$ cat src/rtl/sdram_req_queue.sv
// Host-side request queue for the SDRAM controller: buffers host requests and
// replays each one as a row phase, a column phase and a one-cycle release.
module sdram_req_queue #(
    parameter int DEPTH      = 4,
    parameter int ROW_CYCLES = 3,
    parameter int TIMEOUT    = 64,
    parameter int ROW_W      = 13,
    parameter int COL_W      = 9,
    parameter int BANK_W     = 2,
    parameter int DATA_W     = 16
) (
    input  logic                       CLK,
    input  logic                       NRST,
    input  logic                       host_valid,
    output logic                       host_ready,
    input  logic                       host_we,
    input  logic [BANK_W-1:0]          host_bank,
    input  logic [ROW_W-1:0]           host_row,
    input  logic [COL_W-1:0]           host_col,
    input  logic [DATA_W-1:0]          host_wdata,
    output logic                       rd_valid,
    output logic [DATA_W-1:0]          rd_data,
    output logic                       err,
    output logic                       busy,
    output logic [$clog2(DEPTH):0]     fifo_count,
    output logic [ROW_W-1:0]           mc_adr,
    output logic [BANK_W-1:0]          mc_bdr,
    output logic [DATA_W-1:0]          mc_din,
    output logic                       mc_re,
    output logic                       mc_we,
    input  logic                       mc_rdy,
    input  logic [DATA_W-1:0]          mc_dout,
    output logic [1:0]                 dbg_state
);

    localparam int AW      = $clog2(DEPTH);
    localparam int CW      = AW + 1;
    localparam int CYC_MAX = (TIMEOUT > ROW_CYCLES) ? TIMEOUT : ROW_CYCLES;
    localparam int CYC_W   = $clog2(CYC_MAX) + 1;

    typedef struct packed {
        logic              we;
        logic [BANK_W-1:0] bank;
        logic [ROW_W-1:0]  row;
        logic [COL_W-1:0]  col;
        logic [DATA_W-1:0] wdata;
    } req_t;

    typedef enum logic [1:0] {
        IDLE = 2'd0,
        ROW  = 2'd1,
        COL  = 2'd2,
        DONE = 2'd3
    } state_t;

    req_t              mem_q [DEPTH];
    req_t              req_in;
    req_t              head;
    logic [AW-1:0]     wr_ptr_q, rd_ptr_q;
    logic [CW-1:0]     count_q, count_d;
    logic              push, pop;

    state_t            state_q;
    logic [CYC_W-1:0]  cyc_q;
    logic              work_we_q;
    logic [COL_W-1:0]  work_col_q;
    logic [ROW_W-1:0]  mc_adr_q;
    logic [BANK_W-1:0] mc_bdr_q;
    logic [DATA_W-1:0] mc_din_q;
    logic              mc_re_q, mc_we_q;
    logic              rd_valid_q, err_q;
    logic [DATA_W-1:0] rd_data_q;

    // Handshake: a request transfers on any rising edge where host_valid && host_ready;
    // host_ready looks only at the registered count, so a same-cycle pop never frees a slot early.
    assign host_ready = (count_q < CW'(DEPTH));
    assign push       = host_valid && host_ready;
    assign pop        = (state_q == DONE);
    assign req_in     = '{we: host_we, bank: host_bank, row: host_row, col: host_col, wdata: host_wdata};
    assign head       = mem_q[rd_ptr_q];

    always_comb begin
        count_d = count_q;
        case ({push, pop})
            2'b10:   count_d = count_q + CW'(1);
            2'b01:   count_d = count_q - CW'(1);
            default: count_d = count_q;
        endcase
    end

    always_ff @(posedge CLK) begin
        if (push) mem_q[wr_ptr_q] <= req_in;
    end

    always_ff @(posedge CLK or negedge NRST) begin
        if (!NRST) begin
            wr_ptr_q <= '0;
            rd_ptr_q <= '0;
            count_q  <= '0;
        end else begin
            if (push) wr_ptr_q <= wr_ptr_q + AW'(1);
            if (pop)  rd_ptr_q <= rd_ptr_q + AW'(1);
            count_q <= count_d;
        end
    end

    // Strobes and address change on the same edge as the state, so DONE and IDLE
    // always present two strobe-free cycles between requests.
    always_ff @(posedge CLK or negedge NRST) begin
        if (!NRST) begin
            state_q    <= IDLE;
            cyc_q      <= '0;
            work_we_q  <= 1'b0;
            work_col_q <= '0;
            mc_adr_q   <= '0;
            mc_bdr_q   <= '0;
            mc_din_q   <= '0;
            mc_re_q    <= 1'b0;
            mc_we_q    <= 1'b0;
            rd_valid_q <= 1'b0;
            rd_data_q  <= '0;
            err_q      <= 1'b0;
        end else begin
            rd_valid_q <= 1'b0;
            case (state_q)
                IDLE: begin
                    if (count_q != '0) begin
                        work_we_q  <= head.we;
                        work_col_q <= head.col;
                        mc_re_q    <= !head.we;
                        mc_we_q    <= head.we;
                        mc_bdr_q   <= head.bank;
                        mc_adr_q   <= head.row;
                        mc_din_q   <= head.wdata;
                        cyc_q      <= '0;
                        state_q    <= ROW;
                    end
                end
                ROW: begin
                    if (cyc_q == CYC_W'(ROW_CYCLES - 1)) begin
                        mc_adr_q <= ROW_W'(work_col_q);
                        cyc_q    <= '0;
                        state_q  <= COL;
                    end else begin
                        cyc_q <= cyc_q + CYC_W'(1);
                    end
                end
                COL: begin
                    if (mc_rdy) begin
                        mc_re_q <= 1'b0;
                        mc_we_q <= 1'b0;
                        state_q <= DONE;
                        if (!work_we_q) begin
                            rd_data_q  <= mc_dout;
                            rd_valid_q <= 1'b1;
                        end
                    end else if (cyc_q == CYC_W'(TIMEOUT - 1)) begin
                        mc_re_q <= 1'b0;
                        mc_we_q <= 1'b0;
                        err_q   <= 1'b1;
                        state_q <= DONE;
                    end else begin
                        cyc_q <= cyc_q + CYC_W'(1);
                    end
                end
                DONE: begin
                    state_q <= IDLE;
                end
                default: state_q <= IDLE;
            endcase
        end
    end

    assign mc_adr     = mc_adr_q;
    assign mc_bdr     = mc_bdr_q;
    assign mc_din     = mc_din_q;
    assign mc_re      = mc_re_q;
    assign mc_we      = mc_we_q;
    assign rd_valid   = rd_valid_q;
    assign rd_data    = rd_data_q;
    assign err        = err_q;
    assign fifo_count = count_q;
    assign busy       = (state_q != IDLE) || (count_q != '0);
    assign dbg_state  = state_q;

endmodule
$ cat config.mk
export PLATFORM = sky130hd
export DESIGN_NAME = sdram_req_queue
export DESIGN_NICKNAME = d
export VERILOG_FILES = /design/src/rtl/sdram_req_queue.sv
export SDC_FILE = /design/constraint.sdc
export NUM_CORES = 1
export LEC_CHECK = 0
export ABC_AREA = 1
export CORE_MARGIN = 2
export CORE_UTILIZATION = 25
export DETAILED_ROUTE_END_ITERATION = 6
export PLACE_DENSITY = 0.41
export RECOVER_POWER = 25
export SETUP_SLACK_MARGIN = 0.02
export SLEW_MARGIN = 20
export SYNTH_ARGS = -nofsm -noshare
export SYNTH_HDL_FRONTEND = slang
export SYNTH_SLANG_ARGS = --single-unit
$ cat constraint.sdc
create_clock -name CLK -period 2.83 [get_ports CLK]
set_input_delay 0.566 -clock CLK [delete_from_list [all_inputs] [get_ports CLK]]
set_output_delay 0.566 -clock CLK [all_outputs]
set_load 0.05 [all_outputs]
==> results of run 1 <==
## sequential cells by signal, indices dropped and copies added, names as in the netlist
register / cells
rd_ptr_q: 2
mem_q: 164
work_we_q: 1
mc_re: 1
work_col_q: 9
rd_data: 16
mc_adr: 13
mc_bdr: 2
dbg_state: 2
mc_din: 16
wr_ptr_q: 2
fifo_count: 3
cyc_q: 7
mc_we: 1
err: 1
rd_valid: 1
## critical path: stages (launching register included)
cell	delay, ns
dfrtp_1	0.46
inv_1	0.12
ha_1	0.25
nand4_1	0.13
dlygate4sd2_1	0.54
## stage by stage
stage / utilization (%) / setup WS (ns) / TNS (ns) / instances / power, uW
global route: 32.9 / 0.0949 / 0 / 1481 / 15600
global placement: 30.3 / 0.568 / 0 / 1428 / 11100
floorplan: - / -0.494 / -80.96 / 816 / 9080
CTS: 32.9 / 0.198 / 0 / 1481 / 14900
detailed placement: 30.3 / 0.500 / 0 / 1428 / 11100
finish: 32.9 / 0.234 / 0 / 1481 / 14600
## cells in the final DEF, fill, tap and decap left out, types with 6 or more instances in the layout
| cell type | instances |
|---|---|
| dlygate4sd3_1 | 35 |
| nor2_4 | 6 |
| dfrtp_1 | 75 |
| ha_1 | 13 |
| edfxtp_1 | 164 |
| buf_4 | 17 |
| a31oi_1 | 18 |
| o21ai_1 | 47 |
| clkdlybuf4s50_1 | 82 |
| clkinv_1 | 6 |
| nor2_1 | 123 |
| o21ai_0 | 42 |
| inv_1 | 29 |
| o22ai_1 | 13 |
| clkinv_2 | 6 |
| nand2_1 | 168 |
| xor2_1 | 7 |
| nand3_1 | 44 |
| clkbuf_16 | 29 |
| inv_2 | 8 |
## where the power goes
part,internal [uW],total (uW),switching (uW)
Combinational,1820,5990,4170
Clock,2270,3660,1390
Sequential,4610,4950,338
Total,8700,14600,5900
## cells by family (layout without fill, tap and decap cells)
group                      Yosys count  count (layout)
and+or+nand+nor                    351             351
DFF                                241             241
AOI/OAI and AO/OA                  126             126
buffers and inverters               76             230
adders and majority gates           14              14
xor gates and xnor gates             8               8
## layout make-up
cell class	count	area (um2)	share of cell area, %
repair buffers	139	1390	11.2
clock buffers	35	768	6.20
flip-flops and latches	241	6850	55.3
multi-input cells	499	2400	19.4
inverters	39	154	1.24
clock inverters	17	180	1.45
well taps	511	639	5.16
## routing by layer
layer	share of wire, %	GRT usage [%]
met4	1.8	3.07
met5	0.046	0
met2	45	19.5
met1	48	16.5
met3	4.5	2.35
## path summary, 6_finish.rpt
check                                      to  slack, ns  depth (start not counted)
worst max-delay path                     busy       0.23                          4
worst min-delay path               rd_data[1]       0.47                          2
worst max register to register  fifo_count[2]       0.90                          7
worst min register to register     rd_data[1]       0.47                          2
max in group asynchronous       work_col_q[2]       1.61                          3
min in group asynchronous       fifo_count[2]       0.52                          2
## what timing repair did
action | 4_1_cts | 5_1_grt
gates resized for setup | 1 | 0
setup endpoints to repair | 1 | 0
hold buffers | 1 | 0
hold endpoints to repair | 25 | 0
==> flow_metrics.tcl, run 1 <==
set metrics [dict create \
    yosys.area_share.simple_pct 15.1 \
    yosys-top-cells-count "nand2_1, edfxtp_1, nor2_1" \
    max_cap_violations 0 \
    ioPinCount 119 \
    startpoint_type "register" \
    min_from "rd_data[1]" \
    min_period_over_period_pct 91.7 \
    grt_setup_unrepaired "false" \
    placed_area_mm2 0.0114 \
    power_density_mw_per_mm2 1180 \
    worstPathArrival_ns 2.03 \
    die-area_mm2 0.0399 \
    drc 0 \
    synth_enable_flop_cells 164 \
    maxSlewHeadroom_pct 33.7 \
    synth_top_area_share_pct 51.4 \
    grt_start_max_net_pins 85 \
    worstPathMaxFanout 6 \
    antenna_found_initial 1 \
    synth_compound_area_share_pct 7.05 \
    synth_adder_area_share_pct 1.91 \
    grt_pass1_wl_mm 36.7 \
    clk_pin_slew_ns 0.06 \
    ys.flop_type "edfxtp_1" \
    clock_latency_ns 0.54 \
    min_period_ns 2.60 \
    cts_buffer_depth 3 \
    synth_cell_types 32 \
    coreArea_mm2 0.0377 \
    fill_cells 3852 \
    synth_xor_area_share_pct 0.731 \
    crit_path_end_kind "output pin" \
    cp.required_ns 2.26 \
    status "completed" \
    diodes 0 \
    hold_viol_final 0 \
    cts_sinks 241 \
    syn_area_mm2 0.00958 \
    holdCritPathClass "reg -> reg" \
    cts_root_buffer "clkbuf_16" \
    ys_ff_latch 241 \
    ant_nets 0 \
    area_delta_synth_final_pct 29.3 \
    start_util_pct 25.4 \
    final_area_mm2 0.0124 \
    drive_gt1_share_pct 9.38 \
    synth_warnings 0 \
    first_global_vias 6186 \
    die_h_um 200 \
    p_leak_uw 0.00474 \
    cts_setup_buffers 0 \
    die_x_um 200 \
    synth_seq_area_share_pct 71.5 \
    grt_util_all_layers_pct 12.0 \
    max_freq_mhz 385 \
    rows 71 \
    peakVddDrop_uv 463 \
    syn_inst 816 \
    cts_tree "yes" \
    crit_type "reg -> out" \
    synth_top_cell_by_area "edfxtp_1" \
    finalNetCount 1023 \
    crit_start "dbg_state[0]" \
    synth_most_common_cell "nand2_1" \
    place.detailed.hpwl_mm 14.7 \
    first_pass_iters 4 \
    overflow 0 \
    syn_area_per_cell_um2 11.7 \
    drt_wl_total_mm 23.9 \
    synth_top_family_by_area "simple AND/OR/NAND/NOR gates" \
    cts_inserted_buffers 28 \
    r2r-start "dbg_state[0]" \
    portBuffers 118 \
    ys_top_cells_by_area "edfxtp_1, dfrtp_1, nand2_1" \
    synthArstFlopShare_pct 32.0 \
    drtIter0Drc 356 \
    avgViaCountPerCell 4.22 \
    slew_violations 0 \
    muxShareOfSynthArea_pct 0 \
    worst_hold_slack_ns 0.467 \
    wl_per_cell_um 16.1 \
    cts_max_level 1 \
    place_congestion 0.721 \
    fin_worst_skew_ns 0.0162 \
    routed-via-count 6254 \
    syn-num-nets 891 \
    setup_violations 0 \
    worst_pin_slew_ns 0.995 \
]
No activity file was read; power rests on OpenSTA's default activity.
==> run 2: changes to the inputs <==
==> constraint.sdc (replaced) <==
create_clock -name CLK -period 2.83 [get_ports CLK]
set_input_delay 0.566 -clock CLK [delete_from_list [all_inputs] [get_ports CLK]]
set_output_delay 0.566 -clock CLK [all_outputs]
set_load 0.01 [all_outputs]
==> flow_metrics.tcl, run 2 (same netlist as run 1, synthesis figures left out) <==
set metrics [dict create \
    status "completed" \
    holdCritPathClass "reg -> reg" \
    p_leak_uw 0.00470 \
    first_global_vias 6322 \
    cts_inserted_buffers 28 \
    layout.cells.non_filler 1479 \
    crit_type "reg -> out" \
    cts_buffer_depth 3 \
    die-area_mm2 0.0399 \
    place_ws_ns 0.632 \
    routed-via-count 6234 \
    startpoint_type "register" \
    hold_viol_final 0 \
    worst_hold_slack_ns 0.464 \
    grt_setup_unrepaired "false" \
    r2r-start "dbg_state[1]" \
    top_register "mem_q" \
    die_x_um 200 \
    clk_pin_slew_ns 0.05 \
    grt_start_max_net_pins 85 \
    drive_gt1_share_pct 9.09 \
    power_density_mw_per_mm2 1070 \
    r2r_end "fifo_count[2]" \
    first_pass_iters 5 \
    final_common_cell "nand2_1" \
    cts_root_buffer "clkbuf_16" \
    max_cap_violations 0 \
    setup_violations 0 \
    slew_violations 0 \
    cts_setup_buffers 0 \
    multi_input_area_mm2 0.00240 \
    portBuffers 118 \
    tns_ns 0 \
    whs_path_depth 2 \
    layout_common_cells "nand2_1, edfxtp_1, nor2_1, clkdlybuf4s50_1, dfrtp_1" \
    register_area_mm2 0.00685 \
    start_util_pct 25.4 \
    cts_resized 0 \
    worstPathArrival_ns 2.05 \
    ant_nets 0 \
    rows 71 \
    cts_sinks 241 \
    drt_wl_total_mm 24.3 \
    cts_max_level 1 \
    grt_pass1_wl_mm 37.6 \
    place_inst 1428 \
    drtIter0Drc 322 \
    finalNetCount 1023 \
    avgViaCountPerCell 4.22 \
    overflow 0 \
    reg2reg_setup_slack_ns 0.92 \
    ioPinCount 119 \
    crit_path_end_kind "output pin" \
    wl_per_cell_um 16.4 \
    worstPathMaxFanout 6 \
    grt_util_all_layers_pct 12.3 \
    min_period_over_period_pct 92.4 \
    max_freq_mhz 382 \
    die_h_um 200 \
    min_period_ns 2.62 \
    fin_worst_skew_ns 0.0224 \
    clock_latency_ns 0.55 \
    drc 0 \
    area_delta_synth_final_pct 28.7 \
    fill_cells 3884 \
    cts_tree "yes" \
    place.detailed.hpwl_mm 14.9 \
    worst_pin_slew_ns 0.963 \
    diodes 0 \
    antenna_found_initial 1 \
    whs_endpoint "rd_data[11]" \
    cp.required_ns 2.26 \
    min_from "rd_data[11]" \
    setup_ws_ns 0.214 \
    coreArea_mm2 0.0377 \
    peakVddDrop_uv 470 \
    reg2regPathDepth 7 \
    cts-hold-fix-buffers 1 \
    place_congestion 0.704 \
    largest_reg_flops 164 \
    final_core_util_pct 32.7 \
    maxSlewHeadroom_pct 35.8 \
]
-- run 2: cell count changes in the layout (fill, tap and decap cells not counted), sizes merged --
cell,delta
clkinvlp,+1
clkbuf,+3
dlygate4sd3,+1
clkinv,-3
dlygate4sd2,-1
bufinv,-3
-- run 2: final cells by class --
class / count / share of cell area [%]
Clock buffer: 38 / 6.23
Clock inverter: 12 / 0.812
Inverter: 39 / 1.25
Multi-Input combinational cell: 499 / 19.5
Sequential cell: 241 / 55.6
Tap cell: 511 / 5.18
Timing Repair Buffer: 139 / 11.5
-- run 2: routing by layer --
metal	GRT usage, %	routed length, um	vias to the layer above
met2	20.4	11300	128
met4	2.94	494	2
li1	-	-	3054
met3	1.98	1040	31
met1	16.8	11500	3019
met5	0	7	-
-- run 2: worst max path at each step --
stage                       from             to
finish              dbg_state[0]           busy
global route        dbg_state[0]           busy
CTS                 dbg_state[0]           busy
detailed placement    host_valid  fifo_count[2]
global placement      host_valid  fifo_count[2]
floorplan             host_valid    mem_q[0][0]
-- run 2: critical path: stages, from the launching register on --
cell and delay (ns):
dfrtp_1 0.43, inv_1 0.11, ha_1 0.26, nand4_1 0.16, clkdlybuf4s50_1 0.56
-- run 2: metrics by stage --
stage	instance area (um2)	total power, uW
2_1_floorplan	9580	7950
3_5_place_dp	11500	10000
4_1_cts	12300	13500
3_3_place_gp	11500	9990
6_report	12300	13200
5_1_grt	12300	14200
-- run 2: power by group --
part / internal [uW] / switching [uW] / leakage, uW / total (uW)
Sequential: 4610 / 342 / 0.00243 / 4950
Clock: 1980 / 1420 / 0.000418 / 3410
Combinational: 1850 / 3000 / 0.00186 / 4850
==> run 3: changes to the inputs <==
--- a/config.mk
+++ b/config.mk
@@ -6,13 +6,15 @@
 export NUM_CORES = 1
 export LEC_CHECK = 0
 export ABC_AREA = 1
+export CELL_PAD_IN_SITES_DETAIL_PLACEMENT = 0
+export CELL_PAD_IN_SITES_GLOBAL_PLACEMENT = 1
 export CORE_MARGIN = 2
 export CORE_UTILIZATION = 25
 export DETAILED_ROUTE_END_ITERATION = 6
-export PLACE_DENSITY = 0.41
+export PLACE_DENSITY = 0.49
 export RECOVER_POWER = 25
 export SETUP_SLACK_MARGIN = 0.02
-export SLEW_MARGIN = 20
+export SLEW_MARGIN = 10
 export SYNTH_ARGS = -nofsm -noshare
 export SYNTH_HDL_FRONTEND = slang
 export SYNTH_SLANG_ARGS = --single-unit
==> flow_metrics.tcl, run 3 (same netlist as run 1, synthesis figures left out) <==
set metrics [dict create \
    grt_start_max_net_pins 85 \
    place.detailed.hpwl_mm 15.1 \
    diodes 0 \
    cp.required_ns 2.26 \
    crit_chain "inv_1 > ha_1 > nand4_1 > clkdlybuf4s50_1" \
    top_register "mem_q" \
    worstPathMaxFanout 6 \
    area_delta_synth_final_pct 29.2 \
    worst_pin_slew_ns 1.25 \
    max_cap_violations 0 \
    cts_buffer_depth 3 \
    drtIter0Drc 273 \
    hold_viol_final 0 \
    crit_type "reg -> out" \
    drc 0 \
    drt_wl_total_mm 24.2 \
    cts_max_level 1 \
    path_delay_family "buffers and inverters" \
    layout_common_cells "nand2_1, edfxtp_1, nor2_1, clkdlybuf4s50_1, dfrtp_1" \
    maxSlewHeadroom_pct 16.8 \
    cts_setup_buffers 0 \
    place_inst 1427 \
    rows 71 \
    setup_violations 0 \
    grt.busiest_layer "met2" \
    drive_gt1_share_pct 9.18 \
    first_global_vias 6209 \
    p_leak_uw 0.00472 \
    final_core_util_pct 32.9 \
    setup_ws_ns 0.228 \
    crit_path_top_delay_cell "clkdlybuf4s50_1" \
    grt_setup_unrepaired "false" \
    slew_violations 0 \
    largest_reg_flops 164 \
    fill_cells 3869 \
    avgViaCountPerCell 4.15 \
    max_freq_mhz 384 \
    cts_inserted_buffers 28 \
    portBuffers 118 \
    crit_buf_inv 2 \
    layout.cells.non_filler 1480 \
    overflow 0 \
    worstPathArrival_ns 2.04 \
    min_period_ns 2.60 \
    clock_latency_ns 0.55 \
    grt_pass1_wl_mm 36.9 \
    fin_worst_skew_ns 0.0250 \
    min_period_over_period_pct 92.0 \
    wl_per_cell_um 16.3 \
    use_met1_pct 16.2 \
    die_x_um 200 \
    ant_nets 0 \
    routed-via-count 6136 \
    ioPinCount 119 \
    crit_path_end_kind "output pin" \
    clk_pin_slew_ns 0.06 \
    die_h_um 200 \
    peakVddDrop_uv 534 \
    cts_sinks 241 \
    power_density_mw_per_mm2 1080 \
    startpoint_type "register" \
    cts_root_buffer "clkbuf_16" \
    grt_util_all_layers_pct 12.2 \
    first_pass_iters 4 \
    die-area_mm2 0.0399 \
    antenna_found_initial 0 \
    cts_tree "yes" \
    grtUsageMet3_pct 1.86 \
    slowest_delay_ns 0.55 \
    place_congestion 0.693 \
    finalNetCount 1022 \
    grtUsageMet2_pct 20.8 \
    place_ws_ns 0.597 \
    holdCritPathClass "reg -> reg" \
    start_util_pct 25.4 \
    coreArea_mm2 0.0377 \
    status "completed" \
    tns_ns 0 \
    final_common_cell "nand2_1" \
]
-- run 3: cell types whose count changed in the layout (fill, tap and decap cells not counted), sizes merged --
cell           before  now
bufinv              1    2
clkbuf             38   41
clkdlybuf4s50      82   87
clkinv             10    9
dlygate4sd3        36   31
buf                21   19
-- run 3: path summary, 6_finish.rpt --
check / depth (start not counted) / start / end / slack [ns]
max reg2reg: 7 / dbg_state[0] / mc_din[13] / 0.89
min reg2reg: 1 / err / err / 0.47
min: 1 / err / err / 0.47
max in group asynchronous: 3 / NRST / rd_ptr_q[1] / 0.98
max: 4 / dbg_state[0] / busy / 0.23
min in group asynchronous: 2 / NRST / mc_adr[3] / 0.83
-- run 3: worst reg2reg max path: stages (launching register included) --
cell and delay, ns:
dfrtp_1 0.45, inv_1 0.14, ha_1 0.23, nand2_1 0.16, inv_2 0.43, buf_12 0.26
nor2_1 0.07, a31oi_1 0.14
-- run 3: through the flow --
stage | total power, uW | hold WS [ns] | cell area, um2
6_report | 13300 | 0.466 | 12400
5_1_grt | 14300 | 0.493 | 12400
4_1_cts | 13600 | 0.460 | 12400
3_5_place_dp | 10000 | 0.454 | 11500
3_3_place_gp | 10000 | 0.444 | 11500
2_1_floorplan | 7950 | 0.270 | 9580
-- run 3: cell type report --
class | count | area (um2) | area share [%]
well taps | 511 | 639 | 5.16
inverters | 39 | 154 | 1.24
multi-input cells | 499 | 2400 | 19.4
clock inverters | 12 | 131 | 1.06
clock buffers | 40 | 786 | 6.35
flip-flops and latches | 241 | 6850 | 55.4
repair buffers | 138 | 1420 | 11.4
-- run 3: repair_timing --
item | 4_1_cts | 5_1_grt
hold buffers | 1 | 0
endpoints found under the hold margin | 16 | 0
gates resized for setup | 0 | 0
-- run 3: power breakdown --
part	internal (uW)	switching, uW
clock network	2120	1420
registers	4610	351
logic	1860	2980
total	8590	4750
-- run 3: per-layer routing --
layer,routed length [um],vias up
li1,-,3065
met1,11100,2920
met2,11700,126
met3,1030,25
met4,385,0
met5,0,-
